==> src/rtl/fmul_arbiter.sv <==
// Round-robin arbiter sharing one registered Q8.8 multiplier among NREQ requesters.
// Define FMUL_ARB_FIXED_PRIO_EN for fixed priority (lowest index wins, no rotation pointer).
module fmul_arbiter #(
    parameter int NREQ    = 4,
    parameter int W       = 16,
    parameter int MUL_LAT = 1
) (
    input  logic              clk,
    input  logic              rst_n,
    input  logic [NREQ-1:0]   req_valid,
    output logic [NREQ-1:0]   req_ready,
    input  logic [NREQ*W-1:0] req_a,
    input  logic [NREQ*W-1:0] req_b,
    output logic [W-1:0]      mul_a,
    output logic [W-1:0]      mul_b,
    input  logic [W-1:0]      mul_p,
    output logic [NREQ-1:0]   rsp_valid,
    output logic [W-1:0]      rsp_p,
    output logic              busy
);

    localparam int ID_W = (NREQ > 1) ? $clog2(NREQ) : 1;

    logic [NREQ-1:0] grant;
    logic [ID_W-1:0] gnt_id;
    logic            gnt_any;
    logic [W-1:0]    sel_a;
    logic [W-1:0]    sel_b;

    logic [MUL_LAT:0] vld_p;
    logic [ID_W-1:0]  id_p [MUL_LAT+1];

`ifdef FMUL_ARB_FIXED_PRIO_EN
    always_comb begin
        grant   = '0;
        gnt_id  = '0;
        gnt_any = 1'b0;
        for (int i = NREQ - 1; i >= 0; i--) begin
            if (req_valid[i]) begin
                gnt_any = 1'b1;
                gnt_id  = ID_W'(i);
            end
        end
        if (gnt_any) grant[gnt_id] = 1'b1;
    end
`else
    logic [ID_W-1:0] ptr;

    function automatic logic [ID_W-1:0] wrap_add(input logic [ID_W-1:0] base, input int off);
        int s;
        s = int'(base) + off;
        if (s >= NREQ) s = s - NREQ;
        return ID_W'(s);
    endfunction

    // Descending scan so the candidate closest to ptr is the last one written.
    always_comb begin
        grant   = '0;
        gnt_id  = '0;
        gnt_any = 1'b0;
        for (int k = NREQ - 1; k >= 0; k--) begin
            if (req_valid[wrap_add(ptr, k)]) begin
                gnt_any = 1'b1;
                gnt_id  = wrap_add(ptr, k);
            end
        end
        if (gnt_any) grant[gnt_id] = 1'b1;
    end

    always_ff @(posedge clk or negedge rst_n) begin
        if (!rst_n)       ptr <= '0;
        else if (gnt_any) ptr <= wrap_add(gnt_id, 1);
    end
`endif

    assign req_ready = rst_n ? grant : '0;
    assign sel_a     = req_a[int'(gnt_id)*W +: W];
    assign sel_b     = req_b[int'(gnt_id)*W +: W];
    assign busy      = |vld_p;

    // p0: operand register into fmul; tag stages advance in lockstep with fmul latency
    always_ff @(posedge clk or negedge rst_n) begin
        if (!rst_n) begin
            mul_a     <= '0;
            mul_b     <= '0;
            vld_p     <= '0;
            rsp_valid <= '0;
        end else begin
            if (gnt_any) begin
                mul_a <= sel_a;
                mul_b <= sel_b;
            end
            vld_p[0] <= gnt_any;
            for (int s = 1; s <= MUL_LAT; s++) vld_p[s] <= vld_p[s-1];
            rsp_valid <= '0;
            if (vld_p[MUL_LAT]) rsp_valid[id_p[MUL_LAT]] <= 1'b1;
        end
    end

    // Tag ids and result data carry no reset; their validity comes from vld_p.
    always_ff @(posedge clk) begin
        id_p[0] <= gnt_id;
        for (int s = 1; s <= MUL_LAT; s++) id_p[s] <= id_p[s-1];
        if (vld_p[MUL_LAT]) rsp_p <= mul_p;
    end

endmodule

==> config.mk <==
export PLATFORM = sky130hd
export DESIGN_NAME = fmul_arbiter
export DESIGN_NICKNAME = d
export VERILOG_FILES = /design/src/rtl/fmul_arbiter.sv
export SDC_FILE = /design/constraint.sdc
export NUM_CORES = 1
export LEC_CHECK = 0
export ABC_AREA = 0
export CAP_MARGIN = 10
export CORE_AREA = 2 2 97 99
export CTS_BUF_LIST = sky130_fd_sc_hd__clkbuf_8
export CTS_CLUSTER_DIAMETER = 150
export CTS_CLUSTER_SIZE = 16
export DETAILED_ROUTE_END_ITERATION = 12
export DIE_AREA = 0 0 99 101
export GPL_TIMING_DRIVEN = 0
export PLACE_DENSITY = 0.86
export SKIP_LAST_GASP = 1
export SLEW_MARGIN = 15
export SYNTH_ARGS = -nofsm -noshare
export SYNTH_HDL_FRONTEND = slang
export SYNTH_SLANG_ARGS = --single-unit
==> constraint.sdc <==
create_clock -name clk -period 2.65 [get_ports clk]
set_clock_uncertainty 0.05 [all_clocks]
set_input_delay 0.265 -clock clk [delete_from_list [all_inputs] [get_ports clk]]
set_output_delay 0.265 -clock clk [all_outputs]
set_load 0.05 [all_outputs]
; Word level (Yosys, flattened, before mapping)
; Memory sizes are Yosys's and may differ from the RTL's.
; Cells that the tools add are included.
[totals]
mem_bits_ro = 0
latchBits = 0
out_inout_bits = 57
register_bits = 56
ram_bits = 4
mem_count = 1
in_bits = 150
[classes]
bitwise_logic = 0
order_cmp = 13
mul = 0
n_mux = 28
div_mod_pow = 0
shift = 2
n_eq_ne = 0
n_reduce_logical = 3
n_addsub = 9
[mem_list]
columns = name, depth, width, read_ports, rd_clocked_by_memory_dff, wr, line
row1 = id_p, 2, 2, 2, 0, 2, 31  ; logic [ID_W-1:0] id_p [MUL_LAT+1];
[ops]
columns = cell, n
row1 = $shiftx A64 B7 Y16, 2
row2 = $lt A2 B3 Y1 const B, 6
row3 = $mux W2, 9
row4 = $ge A3 B3 Y1 const B, 4
row5 = $mux W4, 3
row6 = $mux W1, 10
row7 = $sub A2 B1 Y2 const B, 5
row8 = $bmux W1 S2, 4
row9 = $add A2 B1 Y3 const B, 2
row10 = $add A2 B2 Y3 const B, 2
row11 = $demux W1 S2, 2
row12 = $ge A2 B1 Y1 const B, 2
row13 = $ge A2 B3 Y1 const B, 1
row14 = $logic_and A1 B1 Y1, 2
row15 = $reduce_or A2 Y1, 1

; Longest topological paths before layout
[depth]
ltp_word = 15
mapped_depth = 8

; Worst setup path after synthesis
; OpenSTA, ideal clock, no wires.
[synth_path]
path_type = register -> output
from = register ptr[1]
to = output req_ready[0]
path_stages_with_launch = 8
t_arrival_ps = 2025
slack_ps = 310
cell_sequence = dfrtp_1 buf_2 or3b_1 o221ai_2 buf_6 buf_4 nand3_1 nor2_1
[synth_between]
elab_chain_len = 15
word_cells_on_any_way = 38
cone_classes = 7 x add/sub / 6 x order compare / 24 x mux / 1 x reduce/logical
[synth_rtl]
columns = element, line
row1 = start: declaration, 47  ; logic [ID_W-1:0] ptr;
row2 = start signal: assignment, 72  ; else if (gnt_any) ptr <= wrap_add(gnt_id, 1);
row3 = $add A2 B2 Y3, 51  ; s = int'(base) + off;
row4 = $ge A3 B3 Y1 or $sub A2 B1 Y2 (tied branches), 52  ; if (s >= NREQ) s = s - NREQ;
row5 = $mux W2, 52
row6 = $bmux W1 S2, 62  ; if (req_valid[wrap_add(ptr, k)]) begin
row7 = $mux W1 (implied by the code), 62
row8 = $mux W2 (4 in series), 62
row9 = $lt A2 B3 Y1 (implied by the code) or $ge A2 B1 Y1 (tied branches), 67  ; if (gnt_any) grant[gnt_id] = 1'b1;
row10 = $logic_and A1 B1 Y1 (implied by the code), 67
row11 = $mux W1 (implied by the code), 67
row12 = $demux W1 S2, 67
row13 = $mux W4 *, 67
row14 = $mux W4 *, 76  ; assign req_ready = rst_n ? grant : '0;
row15 = end: declaration, 11  ; output logic [NREQ-1:0] req_ready,
; Mark *: on every way between the ends. The rest lies on a longest branch, timed or not. The select of a mux whose other input is x is not followed.

; Final worst setup path
[layout_path]
from = input req_valid[2]
to = output req_ready[2]
[layout_between]
elab_chain_len = 12
word_cells_on_any_way = 23
cone_classes = 2 x order compare / 20 x mux / 1 x reduce/logical
[layout_rtl]
columns = element, line
row1 = start: declaration, 10  ; input logic [NREQ-1:0] req_valid,
row2 = $bmux W1 S2, 62
row3 = $mux W1 (implied by the code), 62
row4 = $mux W2 (4 in series), 62
row5 = $lt A2 B3 Y1 (implied by the code) or $ge A2 B1 Y1 (tied branches), 67
row6 = $logic_and A1 B1 Y1 (implied by the code), 67
row7 = $mux W1 (implied by the code), 67
row8 = $demux W1 S2, 67
row9 = $mux W4 *, 67
row10 = $mux W4 *, 76
; Marked as above.

==> impl_results.md <==
- Outcome: finished, final reports clean
- Vias after detailed routing: 3445
- Category of the worst setup path capture point: primary output
- Share of flip-flops with an asynchronous set or reset: 66.7%
- Critical path depth: 7
- Slew Limit Headroom: 52.9%
- Area growth, synth to finish: 80.9%
- Die Outline Area: 10000 um^2
- Clock root buffer: sky130_fd_sc_hd__clkbuf_8
- Setup repair after global routing missed its margin: true
- I/O pin total: 207
- P per Cell Area: 996 nW/um^2
- CP Class: primary input to primary output
- Count of unresolved DRC violations after routing: 0
- Avg Cell Area, Syn: 8.80 um^2
- Clock slew seen by the registers of the worst setup and hold paths: 0.07 ns
- Worst min-delay path category: register to register
- Number of synthesized flops with an enable pin: 16
- Cells along the critical path: clkdlybuf4s50_1, or3b_1, o221ai_2, buf_6, buf_4, and4_1, buf_2
- Count of state elements after synthesis: 60
- Total iterations of the first detailed-routing run: 4
- Achievable frequency: 397 MHz
- Layout Cell Area excl Fill: 5510 um^2
- Primary flip-flop cell chosen by synthesis mapping: sky130_fd_sc_hd__dfrtp_1
- Number of diodes: 0
- Violation count after the first detailed-route iteration: 116
- Number of distinct library cells after synthesis: 31
- Number of clock sinks seen by CTS: 60
- Pwr Total: 5.49 mW
- Number of nets with antenna violations after detailed routing: 0
- Clock period minus worst slack: 2.52 ns
- Initial antenna violation count: 0
- Total wirelength of the detailed-routed design: 11300 um
- Final cell count without fillers: 683
- Aggregate global routing overflow: 0
- Layout cell share with drive strength beyond 1: 8.92%
- H-Tree Level Count: 3
- CORE AREA: 8980 um^2
- Vias in the first global route: 3628
- Master of the slowest instance on the critical path: sky130_fd_sc_hd__clkdlybuf4s50_1
- Worst-Margin Slew: 0.706 ns
- Critical path buffer and inverter count: 4
- Final Util: 61.4%
- Most instantiated cells after synthesis: sky130_fd_sc_hd__nand2_1, sky130_fd_sc_hd__dfrtp_1, sky130_fd_sc_hd__nor2_1
- Hold path cells: 0
- Global-route wire length before repair: 17400 um
- Most instantiated library cell after synthesis: sky130_fd_sc_hd__nand2_1
- Synthesized area: 3040 um^2
- Leading post-synthesis cells by cell area: sky130_fd_sc_hd__dfrtp_1, sky130_fd_sc_hd__nand2_1, sky130_fd_sc_hd__edfxtp_1
- Final weighted congestion in routability-driven placement: 0.824
- Final hold violation count: 0
- Highest cell delay on the worst timing path: 0.61 ns
- Chip height: 101 um
- Setup slack after layout: 0.134 ns
- Number of instances in the placed design: 664
- Cell Area, Placed: 5260 um^2
- Logic depth of the worst register-to-register path: 7
- Seq/Total Area, Yosys: 51.3%
- Wirelength per Cell: 16.6 um
- Syn_nets: 496
- Fraction of the cycle the final worst path needs: 95.0%
- Dominant delay contributor by cell family on the critical path: buffers and inverters
- Worst skew pair latency: 0.34 ns
- Endpoints failing setup: 0
- Pin count of the biggest net entering global routing: 27
- Synthesized instance count: 346
- Pre-CTS setup slack: -0.744 ns
- Aggregate global-route resource usage: 22.4%
- Initial standard-cell utilization of the core: 33.9%
- Total Nets Final: 717
- Worst Hold Slack: 0.269 ns
- Lkg Pwr: 2.35 nW
- Port buffer count: 206
- Per-cell via count in the routed design: 5.04
- Summed negative setup slack over all endpoints: 0 ns
- Max-slew violation count: 0
- Arr. time, crit path: 2.20 ns
- Kind of launch point of the worst setup path: primary input
- Maximum vdd drop: 0.412 mV
- Number of buffers on the longest clock path: 2
- Critical path fanouts, max: 10
- Die X: 99 um
- Yosys top cell by area: sky130_fd_sc_hd__dfrtp_1
- TritonCTS clock tree: built
- Data required, critical path: 2.34 ns
- Clock buffer count from CTS: 9
- Share of Yosys cell area claimed by the top area cell type: 32.9%
- Core Rows: 35
- Half-perimeter wire length after detailed placement: 8830 um
- Max-Cap Viols: 0
- Yosys warnings: 0
==> area by class of cell <==
class | instances | area (um^2)
Timing Repair Buffer | 210 | 2090
Tap cell | 111 | 139
Buffer | 25 | 143
Sequential cell | 60 | 1560
Fill cell | 765 | 3470
Multi-Input combinational cell | 258 | 1340
Clock buffer | 9 | 124
Clock inverter | 7 | 101
Inverter | 3 | 11.3
==> logic make-up after synthesis <==
| logic type | Yosys count | synth area share (%) |
|---|---|---|
| compound gates | 44 | 13.1 |
| mux | 1 | 0.329 |
| simple gates | 213 | 30.2 |
| flops | 60 | 51.3 |
| buf+inv | 28 | 5.06 |
==> worst register-to-register path, delay by kind of cell (launching register included) <==
| family | cells | cell delay [ns] |
|---|---|---|
| buffers and inverters | 2 | 0.61 |
| AND/OR/NAND/NOR | 3 | 0.49 |
| flip-flops | 1 | 0.32 |
| AO/OA/AOI/OAI | 2 | 0.55 |
==> cell usage in the layout (no fill, tap or decap), types with 3 or more instances in the layout <==
master	synthesis	layout
sky130_fd_sc_hd__dfrtp_1	40	40
sky130_fd_sc_hd__clkbuf_8	0	9
sky130_fd_sc_hd__clkdlybuf4s50_1	0	201
sky130_fd_sc_hd__nor2_1	38	38
sky130_fd_sc_hd__and3_1	33	33
sky130_fd_sc_hd__o21ai_0	3	3
sky130_fd_sc_hd__dfxtp_1	4	4
sky130_fd_sc_hd__buf_6	2	3
sky130_fd_sc_hd__buf_4	6	8
sky130_fd_sc_hd__edfxtp_1	16	16
sky130_fd_sc_hd__clkinv_4	0	3
sky130_fd_sc_hd__a311oi_2	6	6
sky130_fd_sc_hd__clkbuf_1	8	8
sky130_fd_sc_hd__nand2_1	130	130
sky130_fd_sc_hd__nand3_1	3	3
sky130_fd_sc_hd__buf_2	9	13
sky130_fd_sc_hd__a311oi_1	26	26
==> report_power, final <==
| part | switching, mW | internal [mW] | leakage (nW) |
|---|---|---|---|
| registers | 0.168 | 1.27 | 0.663 |
| logic | 1.98 | 1.14 | 1.58 |
| clock network | 0.393 | 0.534 | 0.106 |
| total | 2.54 | 2.95 | 2.35 |
==> worst paths after layout <==
| kind | from | slack, ns | to |
|---|---|---|---|
| max in group asynchronous | rst_n | 1.68 | mul_a[3] |
| max | req_valid[2] | 0.13 | req_ready[2] |
| min in group asynchronous | rst_n | 0.35 | ptr[1] |
| min reg2reg | id_p[0][1] | 0.27 | id_p[0][3] |
| max reg2reg | ptr[1] | 0.48 | mul_a[12] |
| min | id_p[0][1] | 0.27 | id_p[0][3] |
==> registers in the layout, summed over array words and instances, names as in the netlist <==
register	flops
rsp_valid	4
ptr	2
id_p	4
mul_a	16
rsp_p	16
vld_p	2
mul_b	16
==> timing repair <==
item,4_1_cts,5_1_grt
endpoints found under the hold margin,14,0
endpoints found under the setup margin,4,4
hold buffers,1,0
buffers inserted,0,2
cloned,0,0
gates resized for setup,18,7
==> per-layer routing <==
layer | share of wire, % | track usage [%]
met2 | 52 | 40.8
met3 | 10 | 7.56
met4 | 1.9 | 8.96
met5 | 0 | 0
met1 | 36 | 23.7
No activity file was read; power rests on OpenSTA's default activity.
